==> config.mk <==
export PLATFORM = sky130hd
export DESIGN_NAME = sram_like_arbiter
export DESIGN_NICKNAME = d
export VERILOG_FILES = /design/src/rtl/sram_like_arbiter.sv
export SDC_FILE = /design/constraint.sdc
export NUM_CORES = 1
export LEC_CHECK = 0
export ABC_CLOCK_PERIOD_IN_PS = 4300
export BUFFER_PORTS_ARGS = -buffer_cell sky130_fd_sc_hd__buf_2
export CORE_AREA = 2 2 121 123
export DETAILED_ROUTE_END_ITERATION = 8
export DIE_AREA = 0 0 123 125
export PLACE_DENSITY = 0.5
export SLEW_MARGIN = 25
export SYNTH_ARGS = -nofsm -noshare
export SYNTH_HDL_FRONTEND = slang
export SYNTH_SLANG_ARGS = --single-unit
==> constraint.sdc <==
create_clock -name clk -period 4.3 [get_ports clk]
set_input_delay 0.645 -clock clk [delete_from_list [all_inputs] [get_ports clk]]
set_output_delay 0.645 -clock clk [all_outputs]
set_load 0.02 [all_outputs]
==> src/rtl/sram_like_arbiter.sv <==
// Two-to-one arbiter sharing one SRAM-like master port between instruction fetch and data access.
// One transaction in flight; grant is locked from request to response.
module sram_like_arbiter #(
    parameter int unsigned ADDR_W = 32,
    parameter int unsigned DATA_W = 32,
    parameter int unsigned RR_ARB = 0
) (
    input  logic              clk,
    input  logic              rst,
    input  logic              inst_req,
    input  logic              inst_wr,
    input  logic [1:0]        inst_size,
    input  logic [ADDR_W-1:0] inst_addr,
    input  logic [DATA_W-1:0] inst_wdata,
    output logic              inst_addr_ok,
    output logic              inst_data_ok,
    output logic [DATA_W-1:0] inst_rdata,
    input  logic              data_req,
    input  logic              data_wr,
    input  logic [1:0]        data_size,
    input  logic [ADDR_W-1:0] data_addr,
    input  logic [DATA_W-1:0] data_wdata,
    output logic              data_addr_ok,
    output logic              data_data_ok,
    output logic [DATA_W-1:0] data_rdata,
    output logic              bus_req,
    output logic              bus_wr,
    output logic [1:0]        bus_size,
    output logic [ADDR_W-1:0] bus_addr,
    output logic [DATA_W-1:0] bus_wdata,
    input  logic              bus_addr_ok,
    input  logic              bus_data_ok,
    input  logic [DATA_W-1:0] bus_rdata,
    output logic              busy
);

    typedef enum logic [1:0] {
        IDLE = 2'd0,
        REQ  = 2'd1,
        WAIT = 2'd2
    } state_e;

    localparam logic SIDE_INST = 1'b0;
    localparam logic SIDE_DATA = 1'b1;

    state_e state_q, state_d;
    logic   own_q, own_d;
    logic   last_q, last_d;
    logic   sel_side;
    logic   owner_req;
    logic   cur_side;
    logic   cur_valid;

    // Arbitration among requesters seen in IDLE; a tie goes opposite to last_q in round-robin mode
    always_comb begin
        sel_side = SIDE_INST;
        if (data_req && !inst_req) begin
            sel_side = SIDE_DATA;
        end else if (data_req && inst_req) begin
            sel_side = (RR_ARB != 0) ? ~last_q : SIDE_DATA;
        end
    end

    assign owner_req = (own_q == SIDE_DATA) ? data_req : inst_req;

    always_ff @(posedge clk or posedge rst) begin
        if (rst) begin
            state_q <= IDLE;
            own_q   <= SIDE_INST;
            last_q  <= SIDE_INST;
        end else begin
            state_q <= state_d;
            own_q   <= own_d;
            last_q  <= last_d;
        end
    end

    always_comb begin
        state_d = state_q;
        own_d   = own_q;
        last_d  = last_q;
        case (state_q)
            IDLE: begin
                if (inst_req || data_req) begin
                    own_d   = sel_side;
                    last_d  = sel_side;
                    state_d = bus_addr_ok ? WAIT : REQ;
                end
            end
            REQ: begin
                // Owner withdrawing before acceptance abandons the request
                if (!owner_req) begin
                    state_d = IDLE;
                end else if (bus_addr_ok) begin
                    state_d = WAIT;
                end
            end
            WAIT: begin
                if (bus_data_ok) begin
                    state_d = IDLE;
                end
            end
            default: state_d = IDLE;
        endcase
    end

    always_comb begin
        cur_valid = 1'b0;
        cur_side  = own_q;
        case (state_q)
            IDLE: begin
                cur_valid = inst_req || data_req;
                cur_side  = sel_side;
            end
            REQ:     cur_valid = owner_req;
            default: cur_valid = 1'b0;
        endcase

        bus_req   = cur_valid && !rst;
        bus_wr    = 1'b0;
        bus_size  = 2'b00;
        bus_addr  = '0;
        bus_wdata = '0;
        if (bus_req) begin
            if (cur_side == SIDE_DATA) begin
                bus_wr    = data_wr;
                bus_size  = data_size;
                bus_addr  = data_addr;
                bus_wdata = data_wdata;
            end else begin
                bus_wr    = inst_wr;
                bus_size  = inst_size;
                bus_addr  = inst_addr;
                bus_wdata = inst_wdata;
            end
        end

        inst_addr_ok = bus_addr_ok && bus_req && (cur_side == SIDE_INST);
        data_addr_ok = bus_addr_ok && bus_req && (cur_side == SIDE_DATA);
        // Responses outside WAIT are stale and never reach a requester
        inst_data_ok = !rst && (state_q == WAIT) && bus_data_ok && (own_q == SIDE_INST);
        data_data_ok = !rst && (state_q == WAIT) && bus_data_ok && (own_q == SIDE_DATA);
        inst_rdata   = rst ? '0 : bus_rdata;
        data_rdata   = rst ? '0 : bus_rdata;
        busy         = !rst && (state_q != IDLE);
    end

endmodule
; ---- Word level (Yosys, flattened, before mapping)
; Cells that the tools add are included.
[totals]
ff_bits = 3
latchBits = 0
ram_bits = 0
rom_bits = 0
input_bits = 172
output_inout_bits = 137
wordCells = 47
mem_count = 0
[op_classes]
n_addsub = 0
mul = 0
div_mod_pow = 0
order_cmp = 0
eq_ne = 5
shift = 0
muxes = 20
n_bitwise = 2
n_reduce_logical = 18
[ops]
columns = operator, count
row1 = $mux W32, 5
row2 = $mux W2, 7
row3 = $logic_and A1 B1 Y1, 11
row4 = $mux W1, 6
row5 = $pmux W2 S3, 1
row6 = $ne A2 B2 Y1 const B, 2
row7 = $ne A3 B3 Y1 const B, 1
row8 = $reduce_and A3 Y1, 1
row9 = $eq A2 B1 Y1 const B, 1
row10 = $eq A2 B2 Y1 const B, 1
row11 = $logic_not A1 Y1, 2
row12 = $logic_not A2 Y1, 1
row13 = $not A1 Y1, 2
row14 = $pmux W1 S2, 1
row15 = $reduce_and A2 Y1, 1
row16 = $reduce_bool A2 Y1, 1
row17 = $logic_or A1 B1 Y1, 1

; ---- Longest topological paths before layout
[depth]
word_depth = 6
depth_mapped = 7
depth_no_buf = 3

; ---- Worst setup path after synthesis
; OpenSTA, ideal clock, no wires.
[synth_timing]
kind = input to output
start = in data_req
end = out bus_wdata[10]
arrival_ns = 1.848
t_required_ns = 3.655
setup_slack_ns = 1.807
path_stages = 5
path_buffers = 2
cell_sequence = or3b_1 -> buf_2 -> clkbuf_1 -> nand3_1 -> a211oi_1
[synth_via]
elab_chain_cells = 6
word_cells_on_any_way = 11
cone_classes = mux: 7 / reduce/logical: 4
[synth_rtl]
columns = item, line
row1 = from (decl), 18  ; input logic data_req,
row2 = $logic_and A1 B1 Y1, 59  ; end else if (data_req && inst_req) begin
row3 = $mux W1, 59
row4 = $mux W1, 57  ; if (data_req && !inst_req) begin
row5 = $mux W1, 110  ; case (state_q)
row6 = $mux W32, 125  ; if (cur_side == SIDE_DATA) begin
row7 = $mux W32 (*), 124  ; if (bus_req) begin
row8 = to (decl), 30  ; output logic [DATA_W-1:0] bus_wdata,
; Every way passes the cells marked *; elsewhere a longest branch is shown, timed or not.

; ---- Final worst setup path
[layout_timing]
start = reg state_q[0]
end = out bus_wdata[22]
[layout_via]
elab_chain_cells = 4
word_cells_on_any_way = 7
cone_classes = eq/ne: 1 / mux: 4 / reduce/logical: 2
[layout_rtl]
columns = item, line
row1 = from (decl), 46  ; state_e state_q, state_d;
row2 = from (signal assigned), 72  ; state_q <= state_d;
row3 = $eq A2 B1 Y1 / $logic_not A2 Y1 (equally long branches), 110
row4 = $pmux W1 S2 / $mux W1 (equally long branches), 110
row5 = $logic_and A1 B1 Y1 / $mux W32 (equally long branches), "119, 125"
row6 = $mux W32 (*), 124
; Marks and branches as above.

==> reports/results.ini <==
[yosys]
syn-num-nets=517
synth_largest_area_cell=sky130_fd_sc_hd__a211oi_1
synth.avg_cell_area_um2=6.274
ys_dominant_reg_cell=sky130_fd_sc_hd__dfrtp_1
yosysWarnings=0
synth_cell_count_leaders=67 x sky130_fd_sc_hd__a211oi_1, 59 x sky130_fd_sc_hd__nand3_1, 47 x sky130_fd_sc_hd__o21ai_0, 36 x sky130_fd_sc_hd__buf_4, 32 x sky130_fd_sc_hd__nor2b_1
postSynthCellCount=345
synth_largest_type_area_fraction_pct=23.24
yosysSeqAreaShare_pct=3.468
postSynthRegisterBits=3
synth_enable_flop_cells=0
synthTopCellsByArea=sky130_fd_sc_hd__a211oi_1 23%, sky130_fd_sc_hd__nand3_1 14%, sky130_fd_sc_hd__buf_4 12%
post_synth_instance_area_mm2=0.002165
async_reset_ff_share_pct=100.0
yosys.cell_count.top_type=sky130_fd_sc_hd__a211oi_1
yosys.cell_types.count=29

[critical_path]
reg2regPathDepth=3
cp-start-kind=flop
regToRegStartpoint=state_q[0]$_DFFE_PP0P_
cp-startpoint=state_q[0]$_DFFE_PP0P_
worst_r2r_endpoint=state_q[1]$_DFFE_PP0P_
cp.required_ns=3.65
crit_fanout=35
worst_endpoint_data_arrival_time_ns=2.43
setup.worst_path.class=flop to primary output
rrSetupSlack_ns=3.08
end_kind=primary output

[min_path]
worst_hold_class=input pin to async pin

[placement]
placement.io_buffers=308
gp_congestion=0.8702
hpwl_after_detailed_placement_mm=8.942
cell_area_placed_mm2=0.003580

[global_route]
antenna_found_initial=1
largest_net_degree_at_the_start_of_global_routing=65
number_of_global_route_vias_before_repair=3245
grt-ovfl-total=0
global_route_wire_length_before_repair_mm=17.15
grt.total_usage_pct=13.96

[die]
count_of_boundary_i_o_pins=309
initial_utilization_pct=15.24
cell_rows=44
die_w_um=123
die_height_um=125
core_area_mm2=0.01420
die_area_mm2=0.01538

[cts]
tritoncts=done
cts_max_level=1
post-cts-setup-buffer-count=0
clkTransAtPathRegs_ns=0.03
post_cts_repair_resize_count=0
cts_made_buffers=3
cts_num_sinks=3
cts_hold_repair_buffers=0
cts-root-buf=sky130_fd_sc_hd__clkbuf_16
clock_latency_ns=0.23
worst_case_clock_buffer_depth=2

[timing]
highest_clock_rate_mhz=325.1
final_hold_viol_count=0
max_slew_margin_pct=35.96
finalWorstPathRequiredPeriod_ns=3.076
rsz0062_at_grt=no
final_max_slew_viol_count=0
skew_ns=0.001679
actual_transition_at_the_worst_max_transition_pin_ns=0.9570
finalHoldWorstSlack_ns=0.5590
tns_ns=0
setup_viol=0
layout_worst_path_cycle_share_pct=71.53

[final_layout]
final_design_area_no_fill_mm2=0.003659
antenna_cells=0
post_route_cells_drive_above_1_share_pct=57.48
layout.nets=761
synthesis_to_finish_area_growth_pct=69.02

[power_and_ir_drop]
power.combinational.fraction_pct=81.0
p_int_mw=0.4570
power_switching_share_pct=57.73
power_density_mw_per_mm2=295.5
power.switching_mw=0.6241
maximum_resistive_drop_on_vdd_v=0.00009330
p_leak_nw=1.898
power_frac_seq_pct=5.1
relative_contribution_of_the_clock_network_to_total_power_pct=13.9

[route]
routed_wirelength_mm=11.61
vias_per_cell=4.587
routed-via-count=3541
drt_drc_violations_left=0
wl_per_cell_um=15.04
postRouteAntennaNets=0
dr.pass1.iters=4
initialDrtViolationCount=189

[run]
drv.max_cap_violation_count=0

[status]
outcome=finished clean

[flip-flops by register name, summed over array words and instances, names as in the netlist]
| name | count |
|---|---|
| state_q | 2 |
| own_q | 1 |
[critical path, stage by stage (launching register included)]
cell and delay (ns):
sky130_fd_sc_hd__dfrtp_1 0.57, sky130_fd_sc_hd__nand2_1 0.17, sky130_fd_sc_hd__o21ai_4 0.76, sky130_fd_sc_hd__buf_4 0.41, sky130_fd_sc_hd__a211oi_1 0.10, sky130_fd_sc_hd__buf_2 0.18
[layout by cell type (no fill, tap or decap)]
| cell type | n |
|---|---|
| sky130_fd_sc_hd__buf_2 | 308 |
| sky130_fd_sc_hd__a211oi_1 | 67 |
| sky130_fd_sc_hd__nand3_1 | 59 |
| sky130_fd_sc_hd__o21ai_0 | 47 |
| sky130_fd_sc_hd__nor2b_1 | 32 |
| sky130_fd_sc_hd__o21ai_1 | 20 |
| sky130_fd_sc_hd__buf_4 | 10 |
| sky130_fd_sc_hd__nand3_2 | 9 |
| sky130_fd_sc_hd__nor2_1 | 7 |
| sky130_fd_sc_hd__nand2_1 | 4 |
| sky130_fd_sc_hd__clkbuf_16 | 3 |
| sky130_fd_sc_hd__dfrtp_1 | 3 |
| sky130_fd_sc_hd__inv_1 | 2 |
| sky130_fd_sc_hd__o21ai_4 | 2 |
| sky130_fd_sc_hd__nor3b_4 | 1 |
| sky130_fd_sc_hd__a21o_1 | 1 |
| sky130_fd_sc_hd__a21oi_1 | 1 |
| sky130_fd_sc_hd__nand2b_1 | 1 |
| sky130_fd_sc_hd__o41ai_1 | 1 |
| sky130_fd_sc_hd__a21oi_4 | 1 |
| sky130_fd_sc_hd__or3b_2 | 1 |
| sky130_fd_sc_hd__o21a_2 | 1 |
| sky130_fd_sc_hd__nor3_1 | 1 |
| sky130_fd_sc_hd__a2111oi_4 | 1 |
| sky130_fd_sc_hd__nor3b_1 | 1 |
| sky130_fd_sc_hd__and3_1 | 1 |
| sky130_fd_sc_hd__nor4_1 | 1 |
| sky130_fd_sc_hd__clkbuf_1 | 1 |
| sky130_fd_sc_hd__buf_12 | 1 |
[layer usage]
layer,global-route usage [%],vias to the layer above,routed length (µm)
met5,0,-,13
met4,2.741,2,137
met3,2.281,10,1039
met2,26.49,213,5965
met1,16.19,1575,4457
li1,-,1741,-
[through the flow]
stage	worst slack, ns	util (%)	power [mW]	std cells
2_1_floorplan	1.807	-	0.6688	345
3_3_place_gp	1.296	25.20	0.9521	768
3_5_place_dp	1.294	25.20	0.9455	768
4_1_cts	1.203	25.76	1.098	772
5_1_grt	1.017	25.76	1.180	772
6_report	1.224	25.76	1.081	772
[kinds of logic (layout without fill, tap and decap cells)]
family | Yosys count | in the layout | share of synthesized area (%)
DFF | 3 | 3 | 3.468
buffers and inverters | 82 | 325 | 22.95
and+or+nand+nor | 118 | 118 | 31.39
AOI/OAI and AO/OA | 142 | 142 | 42.20
[worst max-delay path by stage]
stage | to
after CTS | bus_wdata[22]
after global routing | bus_wdata[22]
after global placement | data_addr_ok
after detailed placement | inst_addr_ok
after floorplan | bus_wdata[10]
final | bus_wdata[22]
[power by group through the flow]
stage,sequential [mW],combinational [mW],clock [mW]
after floorplan,0.0413,0.628,0
after global placement,0.0555,0.897,0
after detailed placement,0.0555,0.890,0
after CTS,0.0551,0.891,0.152
after global routing,0.0573,0.968,0.155
final,0.0552,0.875,0.151
[cell type report]
cell class | count | area, µm²
Clock buffer | 4 | 78.83
Multi-Input combinational cell | 260 | 1630
Fill cell | 1596 | 10550
Sequential cell | 3 | 75.07
Tap cell | 184 | 230.2
Inverter | 2 | 7.507
Timing Repair Buffer | 319 | 1637
Power figures use the tool's default switching activity.
